## src/rtl/fetch_stage.sv

```systemverilog
// rtl/fetch_stage.sv - instruction fetch stage with IF/ID register and one-entry stall buffer
//
// Owns the PC, handshakes with instruction memory (imem_req/imem_ack), and
// presents the fetched word plus pre-split fields to the decode stage.
// Optional macro FETCH_ALIGN_CHECK_EN adds a sticky pc_misalign output.
//
// Ports:
//   clock, reset          rising-edge clock, asynchronous active-high reset
//   stall, flush          decode-stage hold / squash of the IF/ID entry
//   redirect, redirect_pc branch/jump target load (highest priority)
//   imem_req, imem_addr   fetch request and address (address is the PC)
//   imem_ack, imem_data   returned word, valid for imem_addr this cycle
//   valid, instr          IF/ID entry
//   op, rs, rt, rd, fn, imm   slices of instr
//   pc_out, pc_plus4      address of the IF/ID word and that address + 4
//   pc_misalign           (FETCH_ALIGN_CHECK_EN only) sticky unaligned-redirect flag
module fetch_stage #(
    parameter logic [31:0] PC_RESET = 32'h0000_0000
) (
    input  logic        clock,
    input  logic        reset,
    input  logic        stall,
    input  logic        flush,
    input  logic        redirect,
    input  logic [31:0] redirect_pc,
    output logic        imem_req,
    output logic [31:0] imem_addr,
    input  logic        imem_ack,
    input  logic [31:0] imem_data,
    output logic        valid,
    output logic [31:0] instr,
    output logic [5:0]  op,
    output logic [4:0]  rs,
    output logic [4:0]  rt,
    output logic [4:0]  rd,
    output logic [5:0]  fn,
    output logic [15:0] imm,
    output logic [31:0] pc_out,
    output logic [31:0] pc_plus4
`ifdef FETCH_ALIGN_CHECK_EN
    ,
    output logic        pc_misalign
`endif
);

    typedef enum logic {
        S_FETCH = 1'b0,
        S_HELD  = 1'b1
    } state_t;

    state_t      state_q, state_d;
    logic [31:0] pc_q, pc_d;
    logic [31:0] buf_instr_q, buf_instr_d;
    logic [31:0] buf_pc_q, buf_pc_d;
    logic        valid_q, valid_d;
    logic [31:0] instr_q, instr_d;
    logic [31:0] pc_out_q, pc_out_d;
    logic [31:0] pc_plus4_q, pc_plus4_d;

    always_ff @(posedge clock or posedge reset) begin
        if (reset) begin
            state_q     <= S_FETCH;
            pc_q        <= PC_RESET;
            buf_instr_q <= 32'h0;
            buf_pc_q    <= 32'h0;
            valid_q     <= 1'b0;
            instr_q     <= 32'h0;
            pc_out_q    <= 32'h0;
            pc_plus4_q  <= 32'h0;
        end else begin
            state_q     <= state_d;
            pc_q        <= pc_d;
            buf_instr_q <= buf_instr_d;
            buf_pc_q    <= buf_pc_d;
            valid_q     <= valid_d;
            instr_q     <= instr_d;
            pc_out_q    <= pc_out_d;
            pc_plus4_q  <= pc_plus4_d;
        end
    end

    always_comb begin
        state_d     = state_q;
        pc_d        = pc_q;
        buf_instr_d = buf_instr_q;
        buf_pc_d    = buf_pc_q;
        valid_d     = valid_q;
        instr_d     = instr_q;
        pc_out_d    = pc_out_q;
        pc_plus4_d  = pc_plus4_q;

        if (redirect) begin
            // Any word acked this cycle belongs to the wrong path; dropping
            // back to S_FETCH also abandons a buffered word.
            pc_d    = redirect_pc & 32'hFFFF_FFFC;
            valid_d = 1'b0;
            state_d = S_FETCH;
        end else begin
            if (state_q == S_FETCH) begin
                if (imem_ack) begin
                    pc_d = pc_q + 32'd4;
                    if (stall) begin
                        buf_instr_d = imem_data;
                        buf_pc_d    = pc_q;
                        state_d     = S_HELD;
                    end else begin
                        instr_d    = imem_data;
                        pc_out_d   = pc_q;
                        pc_plus4_d = pc_q + 32'd4;
                        valid_d    = 1'b1;
                    end
                end else if (!stall) begin
                    valid_d = 1'b0;
                end
            end else begin
                // A flush only kills the IF/ID entry; the buffered word waits
                // for a cycle that is neither stalled nor flushed.
                if (!stall && !flush) begin
                    instr_d    = buf_instr_q;
                    pc_out_d   = buf_pc_q;
                    pc_plus4_d = buf_pc_q + 32'd4;
                    valid_d    = 1'b1;
                    state_d    = S_FETCH;
                end
            end
            if (flush) begin
                valid_d = 1'b0;
            end
        end
    end

    // Gated by reset so no request is issued while reset is held.
    assign imem_req  = (state_q == S_FETCH) && !reset;
    assign imem_addr = pc_q;

    assign valid    = valid_q;
    assign instr    = instr_q;
    assign op       = instr_q[31:26];
    assign rs       = instr_q[25:21];
    assign rt       = instr_q[20:16];
    assign rd       = instr_q[15:11];
    assign fn       = instr_q[5:0];
    assign imm      = instr_q[15:0];
    assign pc_out   = pc_out_q;
    assign pc_plus4 = pc_plus4_q;

`ifdef FETCH_ALIGN_CHECK_EN
    logic misalign_q;

    always_ff @(posedge clock or posedge reset) begin
        if (reset) begin
            misalign_q <= 1'b0;
        end else if (redirect && (redirect_pc[1:0] != 2'b00)) begin
            misalign_q <= 1'b1;
        end
    end

    assign pc_misalign = misalign_q;
`endif

endmodule

```

## config.mk

```make
export PLATFORM = sky130hd
export DESIGN_NAME = fetch_stage
export DESIGN_NICKNAME = d
export VERILOG_FILES = /design/src/rtl/fetch_stage.sv
export SDC_FILE = /design/constraint.sdc
export NUM_CORES = 1
export LEC_CHECK = 0
export ABC_AREA = 1
export CAP_MARGIN = 0
export CORE_MARGIN = 3
export CORE_UTILIZATION = 50
export CTS_CLUSTER_SIZE = 28
export DETAILED_ROUTE_END_ITERATION = 8
export HOLD_SLACK_MARGIN = 0.12
export PLACE_DENSITY = 0.85
export SYNTH_ARGS = -nofsm -noshare
export SYNTH_HDL_FRONTEND = slang
export SYNTH_SLANG_ARGS = --single-unit
```

## constraint.sdc

```tcl
create_clock -name clock -period 7.4 [get_ports clock]
set_clock_uncertainty 0.15 [all_clocks]
set_input_delay 1.48 -clock clock [delete_from_list [all_inputs] [get_ports clock]]
set_output_delay 1.48 -clock clock [all_outputs]
set_load 0.05 [all_outputs]
```

==> out/qor.csv, run 1 <==
metric;value;unit
status;complete, no violations;
drive_gt1_frac;0.0303;
grt_pass1_wl;44.7;mm
n_antenna_cell;0;
drc;0;
worstPathArrival;2900;ps
critPathLaunchType;primary input;
nets;1511;
hpwlAfterDp;20.2;mm
worst_slack;2870;ps
gp_congestion;0.922;
synth_area_per_cell;7.51;um^2
hp-class;reg2reg;
antenna_found_initial;0;
syn_area;9630;um^2
synth_seq_cells;186;
post_cts_buffers;0;
critPathMaxFanout;2;
synth_commonest_cells;nand2_1 (500), dfrtp_1 (186), nor2_1 (143);
synth_area_leaders;dfrtp_1 (48%), nand2_1 (19%), nor2_1 (5.6%);
wirelength;28.2;mm
yosys_warnings;0;
final.min_clock_period;4530;ps
holdWs;320;ps
io_buffers;234;
clk_path_buf_depth;2;
avgViaCountPerCell;5.35;
setup_viol;0;
top_level_ports;243;
dp_slack;2590;ps
fin_crit_sh;0.613;
nFillCells;1621;
yosys.area.top_type;dfrtp_1;
grt_start_max_net_pins;111;
fp.dieH;145;um
synthArstFlopShare;1.00;
h-tree-depth;4;
grt_overflow;0;
first_global_vias;8531;
grt_use_total;0.272;
clkSinkCount;186;
hold_viol_final;0;
synth.yosys.seq_area_share;0.484;
core_area;18800;um^2
wl_per_cell;16.5;um
ys.flop_type;dfrtp_1;
cts_root_buffer;clkbuf_16;
cts_hold_buf;0;
fin_tns_setup;0;ps
rsz0062_at_grt;false;
leakage;5.40;nW
maxSlewViolCount;0;
cp.required;5770;ps
max_freq;221;MHz
clk_transition_reported_paths;60;ps
ant_nets;0;
critical_path_class;in2out;
cts_tree;built;
p_total;0.00395;W
placementRows;50;
yosysMostFrequentCell;nand2_1;
max_cap_violations;0;
cts_made_buffers;17;
clock_latency;430;ps
synth_top_area_share;0.484;
ir_drop;190;uV
multi_input_area;4110;um^2
die_area;21000;um^2
first_pass_iters;6;
worstMarginPinSlew;1060;ps
post-route-util;0.652;
drt-initial-drc-count;736;
cts_resized;0;
p_per_area;322;nW/um^2
max_slew_margin;0.291;
seqCellArea;4660;um^2
yosysUniqueCellTypes;27;
critPathCaptureType;primary output;
initial_utilization;0.511;
synth_cells;1282;
synth_edf_count;0;
via_count;9152;
die_w;145;um
area_growth;27.6;%
==> area by class of cell <==
| class | count | share of cell area |
|---|---|---|
| timing repair buffer | 242 | 0.196 |
| multi-input combinational | 921 | 0.335 |
| inverter | 71 | 0.0221 |
| sequential | 186 | 0.379 |
| tap | 260 | 0.0265 |
| clock buffer | 21 | 0.0359 |
| clock inverter | 10 | 0.00581 |
==> registers in the layout (all words and copies together) (netlist names) <==
| register | cells |
|---|---|
| buf_instr_q | 32 |
| buf_pc_q | 30 |
| imem_addr | 30 |
| instr | 32 |
| pc_out | 30 |
| pc_plus4 | 30 |
| state_q | 1 |
| valid | 1 |
==> per-stage QoR <==
| stage | area (um^2) | std cells |
|---|---|---|
| after global placement | 11800 | 1680 |
| after CTS | 12300 | 1711 |
| final | 12300 | 1711 |
| after floorplan | 9640 | 1287 |
| after detailed placement | 11800 | 1680 |
| after global routing | 12300 | 1711 |
==> critical path, stage by stage <==
cell             delay [ps]
clkdlybuf4s50_1         480
nor2_1                  120
clkdlybuf4s50_1         820
==> kinds of logic (layout without fill, tap and decap cells) <==
logic type	count (synthesis)	after routing	synth area share
xor+xnor	22	22	0.0200
buf+inv	180	344	0.0919
other cells	1	6	0.000390
flops	186	186	0.484
fa+ha+maj	2	2	0.00260
simple gates	728	728	0.297
compound gates	163	163	0.105
==> worst paths after layout <==
kind	startpoint	to	slack [ps]	cells after the start
max	reset	imem_req	2870	3
min	buf_instr_q[17]	buf_instr_q[17]	320	2
max reg2reg	state_q	imem_addr[30]	3990	5
min reg2reg	buf_instr_q[17]	buf_instr_q[17]	320	2
max in group asynchronous	reset	buf_instr_q[10]	4500	3
min in group asynchronous	reset	pc_out[4]	1440	2
==> layer usage <==
layer  routed length, um  track usage
met1               11900        0.373
met2               12900        0.428
met3                2680       0.0634
met4                 694       0.0928
met5                   0            0
==> layout by cell type (no fill, tap or decap), drive strengths merged <==
cell type / Yosys / final
a2111oi: 1 / 1
a21oi: 3 / 3
a31oi: 63 / 63
and2: 2 / 2
buf: 69 / 8
clkbuf: 40 / 21
clkdlybuf4s50: 0 / 234
clkinv: 0 / 4
clkinvlp: 0 / 4
conb: 1 / 6
dfrtp: 186 / 186
ha: 2 / 2
inv: 71 / 73
nand2: 500 / 500
nand3: 74 / 74
nand4: 4 / 4
nor2: 145 / 145
nor3: 1 / 1
nor3b: 2 / 2
o211ai: 30 / 30
o21ai: 42 / 42
o221ai: 1 / 1
o22ai: 23 / 23
xnor2: 5 / 5
xor2: 17 / 17
==> report_power, final <==
part | leakage, nW | internal, W | switching (W)
clock | 0.240 | 0.000429 | 0.000392
sequential | 2.24 | 0.00124 | 0.000203
combinational | 2.93 | 0.000538 | 0.00116
total | 5.40 | 0.00220 | 0.00175
No activity file was read; power rests on OpenSTA's default activity.
==> run 2, diff against run 1 <==
- clock period: 7.4 -> 4.75 ns (I/O delays scaled with it)
==> out/qor.csv, run 2 (synthesized netlist as in run 1, its figures left out) <==
metric;value;unit
hold_path_end;buf_instr_q[15];
critPathMaxFanout;2;
hold_viol_final;0;
drt-initial-drc-count;631;
hold-path-cell-count;2;
top_level_ports;243;
leakage;5.46;nW
die_w;145;um
clk_path_buf_depth;2;
cts_resized;0;
final_common_cell;nand2_1;
fp.dieH;145;um
wl_per_cell;16.6;um
setup_viol;0;
critPathCaptureType;primary output;
cts_hold_buf;0;
worstPathArrival;2330;ps
grt_overflow;0;
rsz0062_at_grt;false;
grt_pass1_wl;45.6;mm
first_pass_iters;5;
h-tree-depth;4;
via_count;9164;
critPathLaunchType;primary input;
clkSinkCount;186;
io_buffers;234;
clk_transition_reported_paths;70;ps
wirelength;28.5;mm
worstHoldStart;buf_instr_q[15];
p_total;0.00630;W
status;complete, no violations;
fin_tns_setup;0;ps
r2r_slack;1890;ps
rr_endpoint;buf_instr_q[28];
cts_root_buffer;clkbuf_16;
final.min_clock_period;3430;ps
nFillCells;1607;
core_area;18800;um^2
nets;1515;
clock_latency;430;ps
p_per_area;507;nW/um^2
drc;0;
hp-class;reg2reg;
max_slew_margin;0.291;
seqCellArea;4660;um^2
initial_utilization;0.511;
r2r-start;state_q;
ant_nets;0;
die_area;21000;um^2
post_dp_cell_area;11800;um^2
cp.required;3650;ps
critical_path_class;in2out;
grt_use_total;0.277;
post_cts_buffers;0;
holdWs;325;ps
worstMarginPinSlew;1060;ps
ir_drop;271;uV
placementRows;50;
maxSlewViolCount;0;
max_cap_violations;0;
final_cell_mix;nand2_1 (500), clkdlybuf4s50_1 (234), dfrtp_1 (185);
grt_start_max_net_pins;101;
max_freq;291;MHz
first_global_vias;8693;
multi_input_area;4110;um^2
area_growth;29.1;%
n_antenna_cell;0;
post-route-util;0.660;
drive_gt1_frac;0.0344;
r2r_cells;6;
antenna_found_initial;0;
fin_crit_sh;0.723;
hpwlAfterDp;20.7;mm
avgViaCountPerCell;5.34;
cts_tree;built;
cts_made_buffers;17;
gp_congestion;0.933;
fin_area;12400;um^2
==> run 2: critical path: stages <==
cell and delay, ps:
clkdlybuf4s50_1 460, nor2_1 110, clkdlybuf4s50_1 810
==> run 2: layout make-up <==
| type | instances | area share |
|---|---|---|
| Clock buffer | 18 | 0.0345 |
| Clock inverter | 13 | 0.0118 |
| Inverter | 71 | 0.0218 |
| Multi-Input combinational cell | 921 | 0.331 |
| Sequential cell | 186 | 0.375 |
| Tap cell | 260 | 0.0262 |
| Timing Repair Buffer | 246 | 0.200 |
==> run 2: worst max path at each step <==
| stage | from | to | slack (ps) | cells after the start |
|---|---|---|---|---|
| after floorplan | reset | buf_instr_q[0] | 1260 | 1 |
| after global routing | reset | imem_req | 1290 | 3 |
| final | reset | imem_req | 1320 | 3 |
| after detailed placement | redirect | pc_plus4[6] | 1190 | 8 |
| after CTS | reset | imem_req | 1310 | 3 |
| after global placement | redirect | pc_plus4[6] | 1180 | 8 |
==> run 2: routing by layer <==
layer | share of wire | track usage
met1 | 0.43 | 0.382
met2 | 0.47 | 0.445
met3 | 0.072 | 0.0493
met4 | 0.026 | 0.0908
met5 | 0 | 0
==> run 2: report_power, final <==
part	internal (W)	switching, W	total (W)
Sequential	0.00193	0.000316	0.00224
Clock	0.000777	0.000627	0.00140
Combinational	0.000845	0.00181	0.00265
==> run 2: through the flow <==
step,instances,setup slack (ps)
after floorplan,1287,1260
after global placement,1684,1180
after detailed placement,1684,1190
after CTS,1715,1310
after global routing,1715,1290
final,1715,1320
